### config.mk
export PLATFORM = sky130hd
export DESIGN_NAME = nibble_serial_logic_ctrl
export DESIGN_NICKNAME = d
export VERILOG_FILES = /design/src/rtl/nibble_serial_logic_ctrl.sv
export SDC_FILE = /design/constraint.sdc
export NUM_CORES = 1
export LEC_CHECK = 0
export ABC_AREA = 1
export BUFFER_PORTS_ARGS = -buffer_cell sky130_fd_sc_hd__buf_2
export CAP_MARGIN = 20
export CELL_PAD_IN_SITES_DETAIL_PLACEMENT = 2
export CELL_PAD_IN_SITES_GLOBAL_PLACEMENT = 2
export CORE_MARGIN = 4
export CORE_UTILIZATION = 36
export CTS_BUF_LIST = sky130_fd_sc_hd__clkbuf_8
export DETAILED_ROUTE_END_ITERATION = 10
export MAX_ROUTING_LAYER = met4
export PLACE_DENSITY = 0.79
export SLEW_MARGIN = 25
export SYNTH_ARGS = -nofsm -noshare
export SYNTH_HDL_FRONTEND = slang
export SYNTH_SLANG_ARGS = --single-unit
export TNS_END_PERCENT = 1
### constraint.sdc
create_clock -name clk -period 3 [get_ports clk]
set_clock_uncertainty 0.2 [all_clocks]
set_input_delay 0.9 -clock clk [delete_from_list [all_inputs] [get_ports clk]]
set_output_delay 0.9 -clock clk [all_outputs]
set_load 0.03 [all_outputs]
### src/rtl/nibble_serial_logic_ctrl.sv
// -----------------------------------------------------------------------------
// nibble_serial_logic_ctrl
//
// Computes a WIDTH-bit bitwise logic result (AND / OR / XOR / NOR) by reusing
// one SLICE-bit logic slice over WIDTH/SLICE clock cycles, least-significant
// slice first. Operands and the operation code are captured when a request
// is accepted. The result is assembled in an internal accumulator and is
// copied to R only on the completion edge, so partial results never appear
// on R.
//
// Ports:
//   clk        rising-edge clock
//   rst_n      asynchronous active-low reset
//   start      request a new operation (sampled only while ready=1)
//   op         00 AND, 01 OR, 10 XOR, 11 NOR (captured with start)
//   A, B       operands (captured with start)
//   abort      cancel the in-flight operation (only meaningful in RUN)
//   ready      block can accept start this cycle (IDLE or DONE)
//   busy       operation in progress (RUN)
//   done       one-cycle pulse: R holds a new result (DONE)
//   slice_idx  slice currently being processed (observability)
//   R          last completed result
// -----------------------------------------------------------------------------
module nibble_serial_logic_ctrl #(
  parameter int WIDTH = 32,
  parameter int SLICE = 4,
  parameter int CNT_W = 3
) (
  input  logic             clk,
  input  logic             rst_n,
  input  logic             start,
  input  logic [1:0]       op,
  input  logic [WIDTH-1:0] A,
  input  logic [WIDTH-1:0] B,
  input  logic             abort,
  output logic             ready,
  output logic             busy,
  output logic             done,
  output logic [CNT_W-1:0] slice_idx,
  output logic [WIDTH-1:0] R
);

  localparam int NSLICE = WIDTH / SLICE;
  localparam logic [CNT_W-1:0] LAST_IDX = CNT_W'(NSLICE - 1);

  typedef enum logic [1:0] {
    IDLE = 2'd0,
    RUN  = 2'd1,
    DONE = 2'd2
  } state_t;

  state_t           state_reg;
  logic [1:0]       op_reg;
  logic [WIDTH-1:0] a_reg;
  logic [WIDTH-1:0] b_reg;
  logic [WIDTH-1:0] acc_reg;
  logic [WIDTH-1:0] r_reg;
  logic [CNT_W-1:0] slice_idx_reg;

  // Captured operands split into slices so the shared slice can pick one by
  // index instead of a variable part-select.
  logic [SLICE-1:0] a_slice [NSLICE];
  logic [SLICE-1:0] b_slice [NSLICE];
  logic [SLICE-1:0] a_cur;
  logic [SLICE-1:0] b_cur;
  logic [SLICE-1:0] slice_res;
  logic [WIDTH-1:0] acc_next;

  genvar gi;
  generate
    for (gi = 0; gi < NSLICE; gi++) begin : g_slice
      assign a_slice[gi] = a_reg[gi*SLICE +: SLICE];
      assign b_slice[gi] = b_reg[gi*SLICE +: SLICE];
      // Accumulator with the current slice merged in. The completion edge
      // copies this (not acc_reg) into R so the last slice is included.
      assign acc_next[gi*SLICE +: SLICE] =
        (slice_idx_reg == CNT_W'(gi)) ? slice_res : acc_reg[gi*SLICE +: SLICE];
    end
  endgenerate

  always_comb begin
    a_cur = '0;
    b_cur = '0;
    for (int i = 0; i < NSLICE; i++) begin
      if (slice_idx_reg == CNT_W'(i)) begin
        a_cur = a_slice[i];
        b_cur = b_slice[i];
      end
    end
  end

  // The single shared logic slice.
  always_comb begin
    slice_res = '0;
    unique case (op_reg)
      2'b00:   slice_res = a_cur & b_cur;
      2'b01:   slice_res = a_cur | b_cur;
      2'b10:   slice_res = a_cur ^ b_cur;
      default: slice_res = ~(a_cur | b_cur);
    endcase
  end

  always_ff @(posedge clk or negedge rst_n) begin
    if (!rst_n) begin
      state_reg     <= IDLE;
      op_reg        <= '0;
      a_reg         <= '0;
      b_reg         <= '0;
      acc_reg       <= '0;
      r_reg         <= '0;
      slice_idx_reg <= '0;
    end else begin
      unique case (state_reg)
        IDLE: begin
          if (start) begin
            op_reg        <= op;
            a_reg         <= A;
            b_reg         <= B;
            slice_idx_reg <= '0;
            state_reg     <= RUN;
          end
        end
        RUN: begin
          // start is ignored here: there is no request queueing.
          if (abort) begin
            slice_idx_reg <= '0;
            state_reg     <= IDLE;
          end else begin
            acc_reg <= acc_next;
            if (slice_idx_reg == LAST_IDX) begin
              r_reg         <= acc_next;
              slice_idx_reg <= '0;
              state_reg     <= DONE;
            end else begin
              slice_idx_reg <= slice_idx_reg + 1'b1;
            end
          end
        end
        DONE: begin
          // A start in the DONE cycle wins over abort, which has no effect here.
          if (start) begin
            op_reg        <= op;
            a_reg         <= A;
            b_reg         <= B;
            slice_idx_reg <= '0;
            state_reg     <= RUN;
          end else begin
            state_reg <= IDLE;
          end
        end
        default: begin
          slice_idx_reg <= '0;
          state_reg     <= IDLE;
        end
      endcase
    end
  end

  // Handshake outputs are decoded straight from the state register, so they
  // are glitch-free and follow the asynchronous reset immediately.
  assign ready     = (state_reg == IDLE) || (state_reg == DONE);
  assign busy      = (state_reg == RUN);
  assign done      = (state_reg == DONE);
  assign slice_idx = slice_idx_reg;
  assign R         = r_reg;

endmodule

==> metrics.csv, run 1 <==
metric,value,unit
ant_nets,0,
worst-path-buf-inv,4,
ys_ff_latch,131,
relSlewSlack,65.6,%
fin_ws,-0.243,ns
cp_top_family,simple AND/OR/NAND/NOR gates,
synth_cells,696,
syn_to_final_growth,35.0,%
start_util,36.7,%
vias_per_cell,5.40,
die_width,141,um
rsz0062_at_grt,yes,
required,3.15,ns
cts-root-buf,clkbuf_8,
io_pins,108,
fmax,308,MHz
leakage,4.36,nW
nNetsFinal,937,
final_cell_mix,"nand2_1, dfrtp_1, buf_2, mux2_2, buf_4",
peakVddDrop,0.000335,V
period_minus_slack,3.24,ns
track_usage,27.0,%
path_max_fanout,8,
drc_errors,0,
num_antenna_cells,0,
drt-initial-drc-count,402,
critPathLaunchType,flop,
dp_cells,1050,
die_h,141,um
drt_first_pass_iters,5,
hold_violations,0,
grt-ovfl-total,0,
fin_cells,1091,
finalMaxSlewViolations,0,
place_area,0.00748,mm^2
vias,5886,
place.detailed.hpwl,15.4,mm
internal-power,0.00407,W
num_rows,48,
worstMarginPinSlew,0.514,ns
wirelength,27.0,mm
setup_viol,59,
multi_input_area,0.00329,mm^2
maxCapViolations,0,
cts_max_path_buffers,2,
tritoncts,done,
numCtsBuffers,17,
syn_avg_cell_area,9.16,um^2
seq_area_frac_synth,51.4,%
nFillCells,1857,
grt_pass1_vias,6690,
cts_sinks,131,
path_class,reg -> reg,
place_congestion,0.818,
drive_gt1_share,44.1,%
fin_crit_sh,108,%
crit_slowest_cell,dfrtp_2,
synth.area.top_cells,"dfrtp_1, nand2_1, mux2_2",
antenna_found_initial,0,
reg2reg_depth,21,
port_buffers,107,
core_area,0.0174,mm^2
cts.clk_slew.worst_paths,0.09,ns
postCtsHoldBufs,0,
cp_common_cell,nand2_1,
crit_path_cell_trace,inv_4 > buf_6 > ha_4 > buf_6 > nand3_1 > nand2_1 > nand3_2 > nand3_2 > nand3_2 > nand2_1 > nand2_1 > nand2_1 > nand2_1 > ha_4 > o21ai_2 > o211ai_1 > o21ai_1 > buf_6 > o21ai_2 > nand2_1 > nand2_1,
die_area,0.0199,mm^2
stdcell_area,0.00861,mm^2
crit_cells,21,
post_synth_instance_area,0.00638,mm^2
ys_types,28,
seqCellArea,0.00328,mm^2
syn_nets,780,
synth.top_cell.area_share,51.4,%
clkLatencyLatePin,0.48,ns
final_common_cell,nand2_1,
wl_per_cell,24.7,um
outcome,"complete, but fails checks",
synth_area_leader_cell,dfrtp_1,
clockPowerShare,29.5,%
p_seq_share,37.9,%
end_kind,flop,
switching_share,36.4,%
p_comb_share,32.7,%
grt_max_degree,74,
arrival,3.40,ns
grt_first_pass_wirelength,39.8,mm
power-per-cell-area,742,mW/mm^2
violations,negative setup slack,
synth_warnings,0,
p_sw,0.00233,W
cts-htree-levels,4,
slowest_delay,0.49,ns
hp-class,in -> async,
## power by group through the flow
stage	clock network, W	logic, W	registers, W
after floorplan	0	0.000874	0.00232
after global placement	0	0.00134	0.00235
after detailed placement	0	0.00144	0.00240
after CTS	0.00188	0.00171	0.00238
after global routing	0.00199	0.00222	0.00245
final	0.00188	0.00209	0.00242
## synth_stat cells, drive strengths merged
cell,number
nand2,231
dfrtp,131
mux2,60
nor2,49
inv,48
nand3,40
o211ai,29
o21ai,26
buf,18
a21oi,16
ha,14
clkbuf,11
or2,9
mux2i,7
o22ai,2
and2,1
clkinv,1
nand4,1
o2111ai,1
o32ai,1
## repair_timing
item | in CTS | in global routing
gates resized for setup | 93 | 60
cloned | 1 | 0
setup buffers | 6 | 3
endpoints found under the setup margin | 60 | 60
pin swaps | 32 | 26
## cells by family after synthesis
kind of cell               after synthesis  share of synthesized area (%)
and+or+nand+nor                        331                           21.3
DFF                                    131                           51.4
buffers and inverters                   78                           5.22
AOI/OAI and AO/OA                       75                           7.63
muxes                                   67                           11.7
adders and majority gates               14                           2.75
## cell type report
cell class | instances | share of cell area [%]
inverters | 49 | 2.24
repair buffers | 166 | 12.6
flip-flops and latches | 131 | 38.1
clock buffers | 21 | 3.36
clock inverters | 11 | 2.30
well taps | 225 | 3.27
multi-input cells | 488 | 38.2
## through the flow
| stage | TNS (ns) | hold slack [ns] | power (W) | setup WS, ns | util, % |
|---|---|---|---|---|---|
| floorplan | 0 | 0.249 | 0.00319 | 0.0723 | - |
| global placement | -4.41 | 0.257 | 0.00370 | -0.220 | 43.1 |
| detailed placement | -13.19 | 0.267 | 0.00384 | -0.370 | 43.1 |
| finish | -6.66 | 0.0413 | 0.00639 | -0.243 | 49.6 |
| global route | -13.69 | 0.0328 | 0.00666 | -0.336 | 49.6 |
| CTS | -0.173 | 0.0407 | 0.00597 | -0.0306 | 48.0 |
## path summary, 6_finish.rpt
path | startpoint | endpoint | slack, ns
max in group asynchronous | rst_n | slice_idx[0] | 1.90
min in group clk | R[16] | R[16] | 0.27
min | rst_n | R[29] | 0.04
max reg2reg | slice_idx[0] | acc_reg[1] | -0.24
max | slice_idx[0] | acc_reg[1] | -0.24
min reg2reg | R[16] | R[16] | 0.27
## per-layer routing
| metal | vias to the layer above | GRT usage (%) | share of wire, % | wire length (um) |
|---|---|---|---|---|
| li1 | 2590 | - | - | - |
| met1 | 3028 | 32.1 | 41 | 11000 |
| met2 | 205 | 45.1 | 51 | 13800 |
| met3 | 63 | 4.41 | 4.2 | 1140 |
| met4 | 0 | 11.8 | 3.6 | 984 |
| met5 | - | - | 0 | 0 |
(Power assumes the default switching activity.)
==> run 2: changes to the inputs <==
--- a/config.mk
+++ b/config.mk
@@ -6,16 +6,16 @@
 export NUM_CORES = 1
 export LEC_CHECK = 0
 export ABC_AREA = 1
-export BUFFER_PORTS_ARGS = -buffer_cell sky130_fd_sc_hd__buf_2
 export CAP_MARGIN = 20
 export CELL_PAD_IN_SITES_DETAIL_PLACEMENT = 2
 export CELL_PAD_IN_SITES_GLOBAL_PLACEMENT = 2
 export CORE_MARGIN = 4
-export CORE_UTILIZATION = 36
+export CORE_UTILIZATION = 40
 export CTS_BUF_LIST = sky130_fd_sc_hd__clkbuf_8
 export DETAILED_ROUTE_END_ITERATION = 10
+export DONT_BUFFER_PORTS = 1
 export MAX_ROUTING_LAYER = met4
-export PLACE_DENSITY = 0.79
+export PLACE_DENSITY = 0.77
 export SLEW_MARGIN = 25
 export SYNTH_ARGS = -nofsm -noshare
 export SYNTH_HDL_FRONTEND = slang
==> metrics.csv, run 2 (same netlist as run 1, synthesis figures left out) <==
metric,value,unit,change
required,3.14,ns,about the same
final_common_cell,nand2_1,,
drc_errors,0,,unchanged
syn_to_final_growth,26.1,%,
drt-initial-drc-count,346,,-14%
io_pins,108,,unchanged
nNetsFinal,831,,-11%
wl_per_cell,25.7,um,+3.9%
cp_common_cell,nand2_1,,
hp-class,in -> async,,
core_area,0.0154,mm^2,-11%
worstMarginPinSlew,0.565,ns,+0.0501 ns
whs,-0.0984,ns,-0.140 ns
end_kind,flop,,
die_area,0.0180,mm^2,-9.4%
grt_first_pass_wirelength,34.2,mm,-14%
peakVddDrop,0.000306,V,-8.7%
die_h,134,um,-4.8%
path_max_fanout,9,,+1
setup_viol,59,,unchanged
leakage,3.89,nW,-11%
hold_violations,131,,+131
cts-root-buf,clkbuf_8,,
rsz0062_at_grt,yes,,
fmax,303,MHz,-1.8%
vias,5364,,-8.9%
worst-path-buf-inv,4,,unchanged
crit_path_cell_trace,buf_4 > ha_4 > nand2_1 > inv_2 > nor2_1 > nand2_2 > nand2_1 > nand2_1 > ha_1 > inv_2 > o22ai_2 > a21oi_4 > buf_12 > nand3_2 > o211ai_1 > nand2_1,,
fin_cells,972,,-11%
grt_pass1_vias,5986,,-11%
drive_gt1_share,38.2,%,-5.9 points
fin_util,52.1,%,+2.5 points
power-per-cell-area,738,mW/mm^2,-0.57%
grt_max_degree,132,,+78%
final_cell_mix,"nand2_1, dfrtp_1, mux2_2, buf_4, inv_1",,
cts_sinks,131,,unchanged
critPathLaunchType,flop,,
antenna_found_initial,2,,+2
grt-ovfl-total,0,,unchanged
slowest_delay,0.49,ns,about the same
track_usage,25.4,%,-1.5 points
drt_first_pass_iters,4,,-1
fin_ws,-0.302,ns,-0.0584 ns
outcome,"complete, but fails checks",,
tritoncts,done,,
arrival,3.44,ns,+0.04 ns
num_rows,45,,-6.3%
place.detailed.hpwl,14.1,mm,-8.3%
clkLatencyLatePin,0.48,ns,about the same
finalMaxSlewViolations,0,,unchanged
violations,"negative hold slack, negative setup slack",,
period_minus_slack,3.30,ns,+0.0584 ns
place_congestion,0.837,,+2.3%
die_width,134,um,-4.8%
cts.clk_slew.worst_paths,0.09,ns,about the same
vias_per_cell,5.52,,+2.3%
relSlewSlack,62.2,%,-3.4 points
dp_cells,925,,-12%
fin_crit_sh,110,%,+1.9 points
port_buffers,0,,-100%
maxCapViolations,0,,unchanged
cts_max_path_buffers,2,,unchanged
wirelength,24.9,mm,-7.5%
nFillCells,1614,,-13%
path_class,reg -> reg,,
cts-htree-levels,4,,unchanged
crit_slowest_cell,dfrtp_2,,
ant_nets,0,,unchanged
cp_top_family,simple AND/OR/NAND/NOR gates,,
numCtsBuffers,17,,unchanged
start_util,41.3,%,+4.6 points
[run 2: cell count changes in the layout (fill, tap and decap cells not counted), sizes merged]
cell / before / now
clkinvlp: 4 / 0
buf: 166 / 61
clkinv: 2 / 4
bufinv: 5 / 1
inv: 49 / 54
nor2: 50 / 49
diode: 0 / 2
[run 2: metal layers]
metal  vias to the layer above  track usage, %  part of all wire [%]
met1                      2755            28.9                    39
met2                       173            43.4                    52
li1                       2376               -                     -
met5                         -               -                     0
met4                         0            10.3                   3.8
met3                        60            5.96                   5.0
[run 2: path summary, 6_finish.rpt]
path / start / end / slack [ns] / cells past startpoint
setup reg to reg: slice_idx[1] / R[8] / -0.30 / 16
min in group clk: acc_reg[17] / acc_reg[17] / 0.29 / 2
hold / removal: rst_n / acc_reg[12] / -0.1 / 0
hold reg to reg: acc_reg[17] / acc_reg[17] / 0.29 / 2
max in group asynchronous: rst_n / b_reg[6] / 2.50 / 0
setup / recovery: slice_idx[1] / R[8] / -0.30 / 16
[run 2: per-stage QoR]
stage	hold WS [ns]	total power [W]	area [um^2]	setup TNS [ns]	setup WS, ns
global placement	0.262	0.00364	6910	-2.21	-0.192
global route	-0.112	0.00621	8040	-13.68	-0.366
CTS	-0.108	0.00535	7520	-0.0250	-0.0143
detailed placement	0.274	0.00376	6910	-8.72	-0.336
floorplan	0.249	0.00319	6380	0	0.0723
finish	-0.0984	0.00594	8040	-7.67	-0.302
[run 2: report_power, final]
group	leakage, nW	internal (W)	switching (W)	total [W]
sequential	1.63	0.00212	0.000331	0.00245
clock	0.207	0.000718	0.000739	0.00146
combinational	2.05	0.000899	0.00113	0.00203
total	3.89	0.00373	0.00220	0.00594
[run 2: layout make-up]
type / instances / area (um^2) / area share, %
antenna: 2 / 5.00 / 0.0622
clock buffer: 21 / 289 / 3.59
clock inverter: 10 / 68.8 / 0.855
inverter: 49 / 191 / 2.38
multi-input combinational: 487 / 3360 / 41.8
sequential: 131 / 3280 / 40.8
tap: 211 / 264 / 3.28
timing repair buffer: 61 / 584 / 7.26
[run 2: worst reg2reg max path: stages, from the launching register on]
cell and delay [ns]:
dfrtp_2 0.49, buf_4 0.18, ha_4 0.17, nand2_1 0.25
inv_2 0.18, nor2_1 0.28, nand2_2 0.11, nand2_1 0.09
nand2_1 0.08, ha_1 0.31, inv_2 0.07, o22ai_2 0.09
a21oi_4 0.17, buf_12 0.16, nand3_2 0.09, o211ai_1 0.15
nand2_1 0.11
[run 2: timing repair]
action,CTS,global route
hold endpoints to repair,131,131
pin swaps,13,50
gates resized for setup,56,125
gates cloned,1,0
setup endpoints to repair,59,60
buffers inserted,9,4
==> run 3: changes to the inputs <==
--- a/config.mk
+++ b/config.mk
@@ -15,7 +15,7 @@
 export DETAILED_ROUTE_END_ITERATION = 10
 export DONT_BUFFER_PORTS = 1
 export MAX_ROUTING_LAYER = met4
-export PLACE_DENSITY = 0.77
+export PLACE_DENSITY = 0.8
 export SLEW_MARGIN = 25
 export SYNTH_ARGS = -nofsm -noshare
 export SYNTH_HDL_FRONTEND = slang
==> metrics.csv, run 3 (same netlist as run 1, synthesis figures left out) <==
metric,value,unit,change
arrival,3.38,ns,-0.06 ns
peakVddDrop,0.000603,V,+97%
grt_first_pass_wirelength,36.2,mm,+5.7%
clkLatencyLatePin,0.48,ns,about the same
grt-ovfl-total,0,,unchanged
path_max_fanout,8,,-1
hp-class,in -> async,,
ant_nets,0,,unchanged
outcome,"complete, but fails checks",,
whs,-0.0917,ns,+0.00674 ns
reg2reg_depth,20,,+4
place_ws,-0.596,ns,-0.260 ns
wl_met2,14.0,mm,+7.6%
end_kind,flop,,
critPathLaunchType,flop,,
cts_max_path_buffers,2,,unchanged
maxCapViolations,0,,unchanged
required,3.14,ns,about the same
cts.clk_slew.worst_paths,0.10,ns,about the same
tritoncts,done,,
hold_violations,131,,unchanged
die_width,134,um,unchanged
finalMaxSlewViolations,0,,unchanged
drive_gt1_share,38.6,%,+0.43 points
wl_met1,10.7,mm,+11%
cts_sinks,131,,unchanged
drc_errors,0,,unchanged
endpoint,R[12],,
cp_common_cell,nand2_1,,
fin_ws,-0.245,ns,+0.0571 ns
final_cell_mix,"nand2_1, dfrtp_1, mux2_2, buf_4, nor2_1",,
numCtsBuffers,17,,unchanged
cp_top_family,simple AND/OR/NAND/NOR gates,,
port_buffers,0,,unchanged
cp-startpoint,slice_idx[0],,
slowest_delay,0.42,ns,-0.07 ns
drt-initial-drc-count,309,,-11%
worstMarginPinSlew,0.680,ns,+0.116 ns
period_minus_slack,3.24,ns,-0.0571 ns
path_class,reg -> reg,,
crit_path_cell_trace,buf_6 > ha_4 > buf_6 > nor2_4 > buf_4 > nand2_1 > nand3_2 > nand3_1 > nand2_1 > nand2_2 > nand2_2 > a21oi_2 > ha_1 > inv_1 > o22ai_2 > a21oi_4 > buf_12 > nand3_2 > o211ai_1 > nand2_1,,
power-per-cell-area,762,mW/mm^2,+3.2%
vias,5540,,+3.3%
start_util,41.3,%,unchanged
num_antenna_cells,0,,-2
nNetsFinal,839,,+0.96%
antenna_found_initial,0,,-2
die_area,0.0180,mm^2,unchanged
highest_layer,met4,,
place_congestion,0.808,,-3.5%
grt_pass1_vias,6271,,+4.8%
drt_first_pass_iters,5,,+1
worst-path-buf-inv,5,,+1
num_rows,45,,unchanged
syn_to_final_growth,28.5,%,
vias_per_cell,5.67,,+2.8%
wl_per_cell,28.3,um,+10%
rsz0062_at_grt,yes,,
io_pins,108,,unchanged
reg2reg_from,slice_idx[0],,
wl_met3,1.35,mm,+8.4%
timing.rr.end,R[12],,
crit_cells,20,,+4
violations,"negative hold slack, negative setup slack",,
leakage,3.95,nW,+1.7%
wirelength,27.6,mm,+11%
tns,-6.99,ns,+0.685 ns
cts-root-buf,clkbuf_8,,
setup_viol,60,,+1.7%
fmax,308,MHz,+1.8%
die_h,134,um,unchanged
r2r_slack,-0.24,ns,+0.06 ns
relSlewSlack,54.6,%,-7.6 points
final_common_cell,nand2_1,,
crit_slowest_cell,dfrtp_1,,
cts-htree-levels,4,,unchanged
track_usage,27.2,%,+1.8 points
grt_max_degree,132,,unchanged
fin_crit_sh,108,%,-1.9 points
place.detailed.hpwl,14.4,mm,+2.6%
core_area,0.0154,mm^2,unchanged
## run 3: cell count changes in the layout (fill, tap and decap cells not counted), sizes merged
cell      change
bufinv        +3
diode         -2
clkinv        -1
nand2         +1
inv           -5
clkbuf        -2
clkinvlp      +4
buf           +7
## run 3: layer usage
layer,global-route usage (%),up-vias
met5,-,-
met4,13.7,0
met3,6.49,107
met2,45.8,211
met1,30.2,2843
li1,-,2379
## run 3: cell type report
cell class                 count  area (um^2)
clock inverter                11          161
multi-input combinational    488         3410
clock buffer                  19          262
tap                          211          264
fill                        1566         7230
inverter                      49          195
sequential                   131         3280
timing repair buffer          68          621
## run 3: worst min path at each step
stage	from	endpoint	cells past startpoint
6_report	rst_n	acc_reg[12]	0
5_1_grt	rst_n	a_reg[18]	0
4_1_cts	rst_n	acc_reg[12]	0
3_5_place_dp	acc_reg[17]	acc_reg[17]	2
3_3_place_gp	acc_reg[1]	acc_reg[1]	2
2_1_floorplan	acc_reg[13]	acc_reg[13]	2
## run 3: repair_timing
action,CTS,global route
setup buffers,8,15
setup endpoints to repair,60,60
pin swaps,12,38
resized for setup,88,93
endpoints found under the hold margin,131,131
cloned,0,1
## run 3: metrics by stage
stage | std cells | cell area, um^2 | hold WS [ns] | util [%] | power (W)
2_1_floorplan | 696 | 6380 | 0.249 | - | 0.00319
3_3_place_gp | 924 | 6870 | 0.263 | 44.5 | 0.00363
3_5_place_dp | 924 | 6870 | 0.275 | 44.5 | 0.00378
4_1_cts | 962 | 7690 | -0.111 | 49.8 | 0.00576
5_1_grt | 977 | 8200 | -0.118 | 53.1 | 0.00652
6_report | 977 | 8200 | -0.0917 | 53.1 | 0.00625
## run 3: power by group
part | leakage [nW] | internal [W] | switching [W]
sequential | 1.63 | 0.00212 | 0.000337
combinational | 2.11 | 0.000876 | 0.00121
clock | 0.211 | 0.000932 | 0.000772
